File: src/rtl/spi_tx_if.sv
//============================================================================
// Module      : spi_tx_if
// Description : Command-side handshake and SPI pin bundle for spi_tx.
//               master = command/config logic, slave = the transmitter.
// Revision    : 1.0 - initial release
//============================================================================
`default_nettype none
`timescale 1ns/1ps

interface spi_tx_if;
    logic        wrt;
    logic [15:0] tx_data;
    logic        len8_16;
    logic        edg;
    logic        SS_n;
    logic        SCLK;
    logic        MOSI;
    logic        busy;
    logic        done;

    // Command logic: issues frames, observes status and the serial lines
    modport master (
        output wrt, tx_data, len8_16, edg,
        input  SS_n, SCLK, MOSI, busy, done
    );

    // Transmitter: accepts frames, drives status and the serial lines
    modport slave (
        input  wrt, tx_data, len8_16, edg,
        output SS_n, SCLK, MOSI, busy, done
    );
endinterface

`default_nettype wire

File: src/rtl/spi_tx.sv
//============================================================================
// Module      : spi_tx
// Description : SPI master transmitter. Serializes one 8- or 16-bit word,
//               MSB first, onto SS_n/SCLK/MOSI. SCLK idles high; every bit
//               period starts with a falling edge and ends high. MOSI changes
//               on the edge the receiver does not sample.
// Revision    : 1.0 - initial release
//============================================================================
`default_nettype none
`timescale 1ns/1ps

module spi_tx #(
    parameter int SCLK_DIV = 32
) (
    input  logic     clk,
    input  logic     rst_n,
    spi_tx_if.slave  bus
);

    localparam int c_DIV_W = $clog2(SCLK_DIV);
    localparam int c_HALF  = SCLK_DIV / 2;

    localparam logic [c_DIV_W-1:0] c_HALF_V  = c_DIV_W'(c_HALF);
    localparam logic [c_DIV_W-1:0] c_HALF_M1 = c_DIV_W'(c_HALF - 1);
    localparam logic [c_DIV_W-1:0] c_DIV_M1  = c_DIV_W'(SCLK_DIV - 1);

    localparam logic [1:0] c_IDLE  = 2'd0;
    localparam logic [1:0] c_FRONT = 2'd1;
    localparam logic [1:0] c_SHIFT = 2'd2;
    localparam logic [1:0] c_BACK  = 2'd3;

    logic [1:0]         r_state;
    logic [1:0]         w_state_nxt;
    logic [c_DIV_W-1:0] r_div;
    logic [c_DIV_W-1:0] w_div_nxt;
    logic [4:0]         r_bit_cnt;
    logic [4:0]         w_bit_nxt;
    logic [15:0]        r_shift;
    logic [15:0]        w_shift_nxt;
    logic               r_len8;
    logic               w_len8_nxt;
    logic               r_edg;
    logic               w_edg_nxt;
    logic               r_ss_n;
    logic               r_sclk;
    logic               r_mosi;
    logic               r_busy;
    logic               r_done;
    logic               w_ss_n_nxt;
    logic               w_sclk_nxt;
    logic               w_mosi_nxt;
    logic               w_busy_nxt;
    logic               w_done_nxt;
    logic               w_last_bit;

    // r_bit_cnt counts completed bit periods; the last one is N-1
    assign w_last_bit = (r_bit_cnt == (r_len8 ? 5'd7 : 5'd15));

    // State register
    always_ff @(posedge clk or negedge rst_n) begin
        if (!rst_n) begin
            r_state <= c_IDLE;
        end else begin
            r_state <= w_state_nxt;
        end
    end

    // Next-state decode: each phase ends on its divider terminal count
    always_comb begin
        w_state_nxt = r_state;
        case (r_state)
            c_IDLE:  if (bus.wrt) w_state_nxt = c_FRONT;
            c_FRONT: if (r_div == c_HALF_M1) w_state_nxt = c_SHIFT;
            c_SHIFT: if ((r_div == c_DIV_M1) && w_last_bit) w_state_nxt = c_BACK;
            c_BACK:  if (r_div == c_HALF_M1) w_state_nxt = c_IDLE;
            default: w_state_nxt = c_IDLE;
        endcase
    end

    // Next values for the datapath and the registered outputs
    always_comb begin
        w_div_nxt   = '0;
        w_bit_nxt   = r_bit_cnt;
        w_shift_nxt = r_shift;
        w_len8_nxt  = r_len8;
        w_edg_nxt   = r_edg;

        case (r_state)
            c_IDLE: begin
                w_bit_nxt = 5'd0;
                if (bus.wrt) begin
                    w_len8_nxt  = bus.len8_16;
                    w_edg_nxt   = bus.edg;
                    w_shift_nxt = bus.len8_16 ? {bus.tx_data[7:0], 8'h00} : bus.tx_data;
                end
            end
            c_FRONT, c_BACK: begin
                w_div_nxt = (r_div == c_HALF_M1) ? '0 : r_div + 1'b1;
            end
            c_SHIFT: begin
                if (r_div == c_DIV_M1) begin
                    w_div_nxt = '0;
                    w_bit_nxt = r_bit_cnt + 5'd1;
                end else begin
                    w_div_nxt = r_div + 1'b1;
                end
            end
            default: w_div_nxt = '0;
        endcase

        // Shift decisions look at the upcoming divider value so that MOSI
        // moves in the same cycle as the non-sampling SCLK edge. With edg=1
        // the first bit is already on MOSI, so bit 1's falling edge is skipped.
        if (w_state_nxt == c_SHIFT) begin
            if (r_edg) begin
                if ((w_div_nxt == '0) && (w_bit_nxt != 5'd0)) begin
                    w_shift_nxt = {r_shift[14:0], 1'b0};
                end
            end else begin
                if (w_div_nxt == c_HALF_V) begin
                    w_shift_nxt = {r_shift[14:0], 1'b0};
                end
            end
        end

        w_ss_n_nxt = (w_state_nxt == c_IDLE);
        w_busy_nxt = (w_state_nxt != c_IDLE);
        w_done_nxt = (r_state == c_BACK) && (w_state_nxt == c_IDLE);
        w_sclk_nxt = !((w_state_nxt == c_SHIFT) && (w_div_nxt < c_HALF_V));
        w_mosi_nxt = w_ss_n_nxt ? 1'b0 : w_shift_nxt[15];
    end

    // Datapath and output registers; reset aborts any frame in flight
    always_ff @(posedge clk or negedge rst_n) begin
        if (!rst_n) begin
            r_div     <= '0;
            r_bit_cnt <= 5'd0;
            r_shift   <= 16'h0000;
            r_len8    <= 1'b0;
            r_edg     <= 1'b0;
            r_ss_n    <= 1'b1;
            r_sclk    <= 1'b1;
            r_mosi    <= 1'b0;
            r_busy    <= 1'b0;
            r_done    <= 1'b0;
        end else begin
            r_div     <= w_div_nxt;
            r_bit_cnt <= w_bit_nxt;
            r_shift   <= w_shift_nxt;
            r_len8    <= w_len8_nxt;
            r_edg     <= w_edg_nxt;
            r_ss_n    <= w_ss_n_nxt;
            r_sclk    <= w_sclk_nxt;
            r_mosi    <= w_mosi_nxt;
            r_busy    <= w_busy_nxt;
            r_done    <= w_done_nxt;
        end
    end

    assign bus.SS_n = r_ss_n;
    assign bus.SCLK = r_sclk;
    assign bus.MOSI = r_mosi;
    assign bus.busy = r_busy;
    assign bus.done = r_done;

endmodule

`default_nettype wire
File: src/flat_wrapper.sv
// flat-port wrapper written by rule: the top's interface ports become plain ports
module spi_tx_flat 
#(
    parameter int SCLK_DIV = 32
)
  (clk, rst_n, bus_wrt, bus_tx_data, bus_len8_16, bus_edg, bus_SS_n, bus_SCLK, bus_MOSI, bus_busy, bus_done);
  spi_tx_if bus_i ();
  input  logic clk;
  input  logic rst_n;
  input wire logic [$bits(bus_i.wrt)-1:0] bus_wrt;
  input wire logic [$bits(bus_i.tx_data)-1:0] bus_tx_data;
  input wire logic [$bits(bus_i.len8_16)-1:0] bus_len8_16;
  input wire logic [$bits(bus_i.edg)-1:0] bus_edg;
  output wire logic [$bits(bus_i.SS_n)-1:0] bus_SS_n;
  output wire logic [$bits(bus_i.SCLK)-1:0] bus_SCLK;
  output wire logic [$bits(bus_i.MOSI)-1:0] bus_MOSI;
  output wire logic [$bits(bus_i.busy)-1:0] bus_busy;
  output wire logic [$bits(bus_i.done)-1:0] bus_done;
  assign bus_i.wrt = bus_wrt;
  assign bus_i.tx_data = bus_tx_data;
  assign bus_i.len8_16 = bus_len8_16;
  assign bus_i.edg = bus_edg;
  assign bus_SS_n = bus_i.SS_n;
  assign bus_SCLK = bus_i.SCLK;
  assign bus_MOSI = bus_i.MOSI;
  assign bus_busy = bus_i.busy;
  assign bus_done = bus_i.done;
  spi_tx #(.SCLK_DIV(SCLK_DIV)) u_core (.clk(clk), .rst_n(rst_n), .bus(bus_i));
endmodule
File: config.mk
export PLATFORM = sky130hd
export DESIGN_NAME = spi_tx_flat
export DESIGN_NICKNAME = d
export VERILOG_FILES = /design/src/rtl/spi_tx_if.sv /design/src/rtl/spi_tx.sv /design/src/flat_wrapper.sv
export SDC_FILE = /design/constraint.sdc
export NUM_CORES = 1
export LEC_CHECK = 0
export BUFFER_PORTS_ARGS = -buffer_cell sky130_fd_sc_hd__buf_2
export CORE_MARGIN = 1
export CORE_UTILIZATION = 50
export CTS_BUF_LIST = sky130_fd_sc_hd__clkbuf_2
export DETAILED_ROUTE_END_ITERATION = 8
export GPL_TIMING_DRIVEN = 0
export PLACE_DENSITY = 0.79
export SKIP_CTS_REPAIR_TIMING = 1
export SLEW_MARGIN = 20
export SYNTH_ARGS = -nofsm -noshare
export SYNTH_HDL_FRONTEND = slang
export SYNTH_SLANG_ARGS = --single-unit
File: constraint.sdc
create_clock -name clk -period 2.9 [get_ports clk]
set_input_delay 0.29 -clock clk [delete_from_list [all_inputs] [get_ports clk]]
set_output_delay 0.29 -clock clk [all_outputs]
set_load 0.02 [all_outputs]
==> results.py, run 1 <==
metrics = {
    "worst_setup_path": {
        "path_depth": 9,
        "rrSetupSlack_ns": 0.24,
        "cp.required_ns": 3.16,
        "path_cells": "ha_1 > and3_1 > ha_1 > nand2_1 > o311ai_2 > nor4_2 > a211oi_4 > buf_4 > mux2_2",
        "cpLargestDelayFamily": "compound AO/OA/AOI/OAI gates",
        "r2r-end": "u_core.r_shift[15]",
        "crit_path_frequent_cell": "ha_1",
        "crit_type": "reg -> reg",
        "endpoint_kind": "flip-flop",
        "critical_path_buf_inv_count": 1,
        "crit_arrival_ns": 2.92,
        "critPathMaxFanout": 5,
        "cp-endpoint": "u_core.r_shift[15]",
        "cp-startpoint": "u_core.r_div[0]",
        "startpoint_type": "flip-flop",
        "cp_slowest_cell": "dfrtp_1",
        "rr_worst_depth": 9,
        "r2r_start": "u_core.r_div[0]",
        "critPathMaxStageDelay_ns": 0.42,
    },
    "place": {
        "placed_cell_area_um2": 2070,
        "port_buffers": 24,
        "place_congestion": 0.783,
        "place_hpwl_mm": 2.47,
    },
    "detailed_routing": {
        "drt-total-wl_mm": 3.50,
        "wl_per_cell_um": 13.3,
        "drtIter0Drc": 73,
        "ant_nets": 0,
        "viasPerCell": 5.36,
        "vias": 1414,
        "drc_errors": 0,
        "dr.pass1.iters": 4,
    },
    "pwr": {
        "p_clk_frac": 0.288,
        "ir_worst_vdd_mv": 0.237,
        "combPwrFrac": 0.053,
        "power.share.sequential": 0.659,
        "leakagePower_nw": 1.01,
        "power_density_nw_per_um2": 347,
        "swShare": 0.240,
        "internal_power_mw": 0.564,
        "p_sw_mw": 0.178,
    },
    "timing": {
        "drv_slew": 0,
        "rsz0062_at_grt": "false",
        "final.setup.tns_ns": 0,
        "fmaxAchievable_mhz": 376,
        "max_slew_margin": 0.489,
        "min_period_ns": 2.66,
        "finalSetupViolations": 0,
        "hold_viol": 0,
        "worstMarginPinSlew_ns": 0.767,
        "finClkSkew_ns": 0.0153,
        "period_share": 0.916,
    },
    "yosys": {
        "dominantRegCellSynth": "dfrtp_1",
        "synth_edf_count": 0,
        "async_reset_ff_frac": 1.00,
        "ys_ff_latch": 35,
        "synth_warnings": 0,
        "synthesis.area_um2": 1890,
        "synth.distinct_cells": 40,
        "netlist_instances": 182,
        "avgSynthCellArea_um2": 10.4,
        "syn_nets": 209,
        "yosysSeqAreaShare": 0.465,
    },
    "finish": {
        "post-route-util": 0.617,
        "stdcell_area_um2": 2140,
        "syn_to_final_growth_pct": 13.1,
        "layout-drive-gt1-share": 0.239,
        "final_cell_mix": "33 x dfrtp_1, 24 x nand2_1, 24 x buf_2, 15 x mux2i_1, 11 x inv_1",
        "final_common_cell": "dfrtp_1",
        "nets": 244,
        "diodes": 0,
    },
    "hold_path": {
        "worstHoldStart": "bus_edg",
        "hp-class": "in -> reg",
    },
    "cts": {
        "cts.htree.levels": 2,
        "clk_pin_slew_ns": 0.16,
        "cts_sinks": 35,
        "clk_path_buf_depth": 2,
        "clock_latency_ns": 0.37,
        "root_buffer": "clkbuf_2",
        "cts_tree": "built",
        "numCtsBuffers": 5,
    },
    "die": {
        "ioPinCount": 26,
        "die_area_um2": 4030,
        "die_w_um": 63.5,
        "row_count": 21,
        "core-area_um2": 3470,
        "die_y_um": 63.5,
        "initial_utilization": 0.545,
    },
    "global_routing": {
        "grt_pass1_wl_mm": 6.02,
        "grt_max_degree": 36,
        "antenna_found_initial": 0,
        "grt_overflow": 0,
        "grt_pass1_vias": 1358,
        "grt.total_usage": 0.197,
    },
    "run": {
        "timing.max_cap.violations": 0,
    },
    "outcome": {
        "status": "completed",
    },
}
[registers in the layout, summed over array words and instances, names as in the netlist]
name	count
u_core.bus.MOSI	1
u_core.bus.SCLK	1
u_core.bus.SS_n	1
u_core.bus.busy	1
u_core.bus.done	1
u_core.r_bit_cnt	5
u_core.r_div	5
u_core.r_edg	1
u_core.r_len8	1
u_core.r_shift	16
u_core.r_state	2
[tightest hold or removal path, cell delays in order]
cell	delay [ns]
buf_2	0.08
nand2_1	0.04
nand2_1	0.05
[through the flow]
| step | setup WS (ns) | total power, mW | hold slack (ns) | cells |
|---|---|---|---|---|
| 4_1_cts | 0.0577 | 0.748 | -0.0237 | 260 |
| 3_5_place_dp | 0.100 | 0.536 | 0.409 | 252 |
| 3_3_place_gp | 0.126 | 0.536 | 0.407 | 252 |
| 6_report | 0.242 | 0.741 | 0.113 | 264 |
| 2_1_floorplan | 0.392 | 0.510 | -0.00559 | 182 |
| 5_1_grt | 0.00965 | 0.779 | 0.0870 | 264 |
[power by group through the flow]
| stage | Sequential, mW | Combinational [mW] | Clock, mW |
|---|---|---|---|
| after floorplan | 0.497 | 0.0122 | 0 |
| after global placement | 0.497 | 0.0385 | 0 |
| after detailed placement | 0.497 | 0.0388 | 0 |
| after CTS | 0.489 | 0.0389 | 0.220 |
| after global routing | 0.489 | 0.0439 | 0.246 |
| final | 0.489 | 0.0392 | 0.214 |
[final cells by class]
cell class              instances  area [um2]
fillers                       304        1330
multi-input cells             128         926
flip-flops and latches         35         878
repair buffers                 28         153
well taps                      46        57.6
plain buffers                   8        45.0
inverters                      11        41.3
clock buffers                   6        30.0
clock inverters                 2        7.51
[cell families after synthesis]
kind of cell,synth area share
xor+xnor,0.0278
buf+inv,0.0457
fa+ha+maj,0.0397
simple gates,0.172
flops,0.465
mux,0.137
compound gates,0.113
[Yosys cell counts, types with 3 or more instances]
master | n | area share
nor3b_1 | 9 | 0.036
a21oi_1 | 9 | 0.024
ha_1 | 6 | 0.040
dfrtp_1 | 33 | 0.44
nor2_1 | 7 | 0.014
clkbuf_1 | 5 | 0.0099
nand3_1 | 3 | 0.0079
nand2_1 | 24 | 0.048
mux2i_1 | 15 | 0.079
nor3_1 | 3 | 0.0079
inv_1 | 11 | 0.022
o21ai_0 | 9 | 0.024
mux2_2 | 6 | 0.036
xnor2_1 | 4 | 0.019
[routing by layer]
layer,vias to the layer above,track usage,wire length (um)
met5,-,0,0
met4,0,0.0938,57
met3,8,0.0435,152
met2,36,0.305,1610
met1,671,0.261,1680
li1,699,-,-
[worst min path at each step]
stage	to	slack, ns	cells after the start
after floorplan	u_core.bus.MOSI	-0.006	0
after global placement	u_core.bus.MOSI	0.41	1
after detailed placement	u_core.bus.MOSI	0.41	1
after CTS	u_core.r_shift[9]	-0.02	1
after global routing	u_core.r_edg	0.09	3
final	u_core.r_edg	0.11	3
(Power assumes the default switching activity.)
==> run 2, diff against run 1 <==
Settings changed: RECOVER_POWER set to 50.
==> run 2 against run 1 <==
  * The flow now finishes with violations (max-capacitance violations, max-slew violations)
  * Final cell count unchanged
  * Wire length is essentially flat
  * Power barely moved
  * Combinational power hardly changed
  * Sequential power about the same
  * Sequential share of layout area is 0.072 points higher
  * Non-clock buffer count unchanged
  * Final area decreased by 0.18%
  * Sequential cell count did not move
  * Maximum frequency did not move
  * Critical path type unchanged
==> results.py, run 2 (synthesized netlist as in run 1, its figures left out) <==
metrics = {
    "global_routing": {
        "grt_pass1_vias": 1358,
        "grt_overflow": 0,
        "antenna_found_initial": 0,
        "grt_max_degree": 36,
        "grt.total_usage": 0.197,
        "grt_pass1_wl_mm": 6.02,
    },
    "detailed_routing": {
        "wl_met2_mm": 1.61,
        "drtIter0Drc": 73,
        "drt-total-wl_mm": 3.50,
        "ant_nets": 0,
        "vias": 1414,
        "dr.pass1.iters": 4,
        "top_layer_used": "met4",
        "drc_errors": 0,
        "met3WireLength_um": 154,
        "drt-met1-wl_mm": 1.68,
        "viasPerCell": 5.36,
        "wl_per_cell_um": 13.3,
    },
    "worst_setup_path": {
        "startpoint_type": "flip-flop",
        "crit_path_frequent_cell": "ha_1",
        "path_cells": "ha_1 > and3_1 > ha_1 > nand2_1 > o311ai_2 > nor4_2 > a211oi_4 > buf_4 > mux2_2",
        "crit_arrival_ns": 2.92,
        "cp_slowest_cell": "dfrtp_1",
        "cp.required_ns": 3.16,
        "critPathMaxStageDelay_ns": 0.42,
        "crit_type": "reg -> reg",
        "cpLargestDelayFamily": "compound AO/OA/AOI/OAI gates",
        "endpoint_kind": "flip-flop",
        "critical_path_buf_inv_count": 1,
        "critPathMaxFanout": 5,
    },
    "finish": {
        "largest_reg_flops": 16,
        "nets": 244,
        "post-route-util": 0.615,
        "syn_to_final_growth_pct": 12.9,
        "nFillCells": 307,
        "layout-drive-gt1-share": 0.225,
        "top_regs": "u_core.r_shift x16, u_core.r_bit_cnt x5, u_core.r_div x5",
        "final_common_cell": "dfrtp_1",
        "final_cell_mix": "33 x dfrtp_1, 24 x nand2_1, 21 x buf_2, 15 x mux2i_1, 11 x inv_1",
        "multi_input_area_um2": 926,
        "regArea_um2": 878,
        "diodes": 0,
        "regMostFlops": "u_core.r_shift",
    },
    "timing": {
        "hold_viol": 0,
        "rsz0062_at_grt": "false",
        "worstMarginPinSlew_ns": 1.84,
        "setup_ws_ns": 0.242,
        "drv_slew": 36,
        "finalSetupViolations": 0,
        "period_share": 0.916,
        "finClkSkew_ns": 0.0153,
        "max_slew_margin": -0.227,
        "min_period_ns": 2.66,
        "final.setup.tns_ns": 0,
        "fmaxAchievable_mhz": 376,
    },
    "cts": {
        "clk_path_buf_depth": 2,
        "cts_tree": "built",
        "clk_pin_slew_ns": 0.16,
        "cts.htree.levels": 2,
        "cts_sinks": 35,
        "clock_latency_ns": 0.37,
        "numCtsBuffers": 5,
        "root_buffer": "clkbuf_2",
    },
    "pwr": {
        "leakagePower_nw": 1.00,
        "power_density_nw_per_um2": 347,
        "p_total_mw": 0.741,
        "ir_worst_vdd_mv": 0.237,
    },
    "place": {
        "place_hpwl_mm": 2.47,
        "port_buffers": 24,
        "pre_cts_ws_ns": 0.100,
        "place_congestion": 0.783,
    },
    "outcome": {
        "violations": "max-capacitance violations, max-slew violations",
        "status": "finished with violations",
    },
    "die": {
        "core-area_um2": 3470,
        "die_area_um2": 4030,
        "die_y_um": 63.5,
        "die_w_um": 63.5,
        "row_count": 21,
        "initial_utilization": 0.545,
        "ioPinCount": 26,
    },
    "hold_path": {
        "hp-class": "in -> reg",
    },
    "run": {
        "timing.max_cap.violations": 1,
    },
}
## run 2: cell count changes in the layout (fill, tap and decap cells not counted)
cell,change
buf_2,-3
clkbuf_1,+3
## run 2: worst reg2reg max path, delay by kind of cell (launching register included)
| family | cells | cell delay [ns] |
|---|---|---|
| compound gates | 2 | 0.63 |
| fa+ha+maj | 2 | 0.48 |
| simple gates | 3 | 0.47 |
| flops | 1 | 0.42 |
| mux | 1 | 0.34 |
| buf+inv | 1 | 0.21 |
## run 2: power by group
group | internal [mW] | switching [mW] | total, mW
combinational | 0.0169 | 0.0221 | 0.0390
clock | 0.0581 | 0.156 | 0.214
sequential | 0.489 | 0 | 0.489
## run 2: layout make-up
type                    instances  area share
well taps                      46      0.0270
inverters                      11      0.0193
multi-input cells             128       0.434
clock inverters                 2     0.00352
clock buffers                   6      0.0141
repair buffers                 28      0.0698
flip-flops and latches         35       0.411
plain buffers                   8      0.0211
## run 2: final timing paths
kind,start,endpoint,slack [ns],cells past startpoint
worst max-delay path,u_core.r_div[0],u_core.r_shift[15],0.24,9
worst min-delay path,bus_edg,u_core.r_edg,0.11,3
worst max register to register,u_core.r_div[0],u_core.r_shift[15],0.24,9
worst min register to register,u_core.r_div[0],u_core.r_div[0],0.51,1
max in group asynchronous,rst_n,u_core.r_shift[10],0.91,2
min in group asynchronous,rst_n,u_core.bus.done,0.93,2
## run 2: through the flow
step / hold WS [ns] / cells / area (um2)
after floorplan: -0.00559 / 182 / 1890
after global placement: 0.407 / 252 / 2070
after detailed placement: 0.409 / 252 / 2070
after CTS: -0.0237 / 260 / 2110
after global routing: 0.0870 / 264 / 2130
final: 0.113 / 264 / 2130
## run 2: metal layers
layer  vias to the layer above  global-route usage
met4                         0              0.0938
li1                        699                   -
met5                         -                   0
met2                        36               0.305
met1                       671               0.261
met3                         8              0.0435
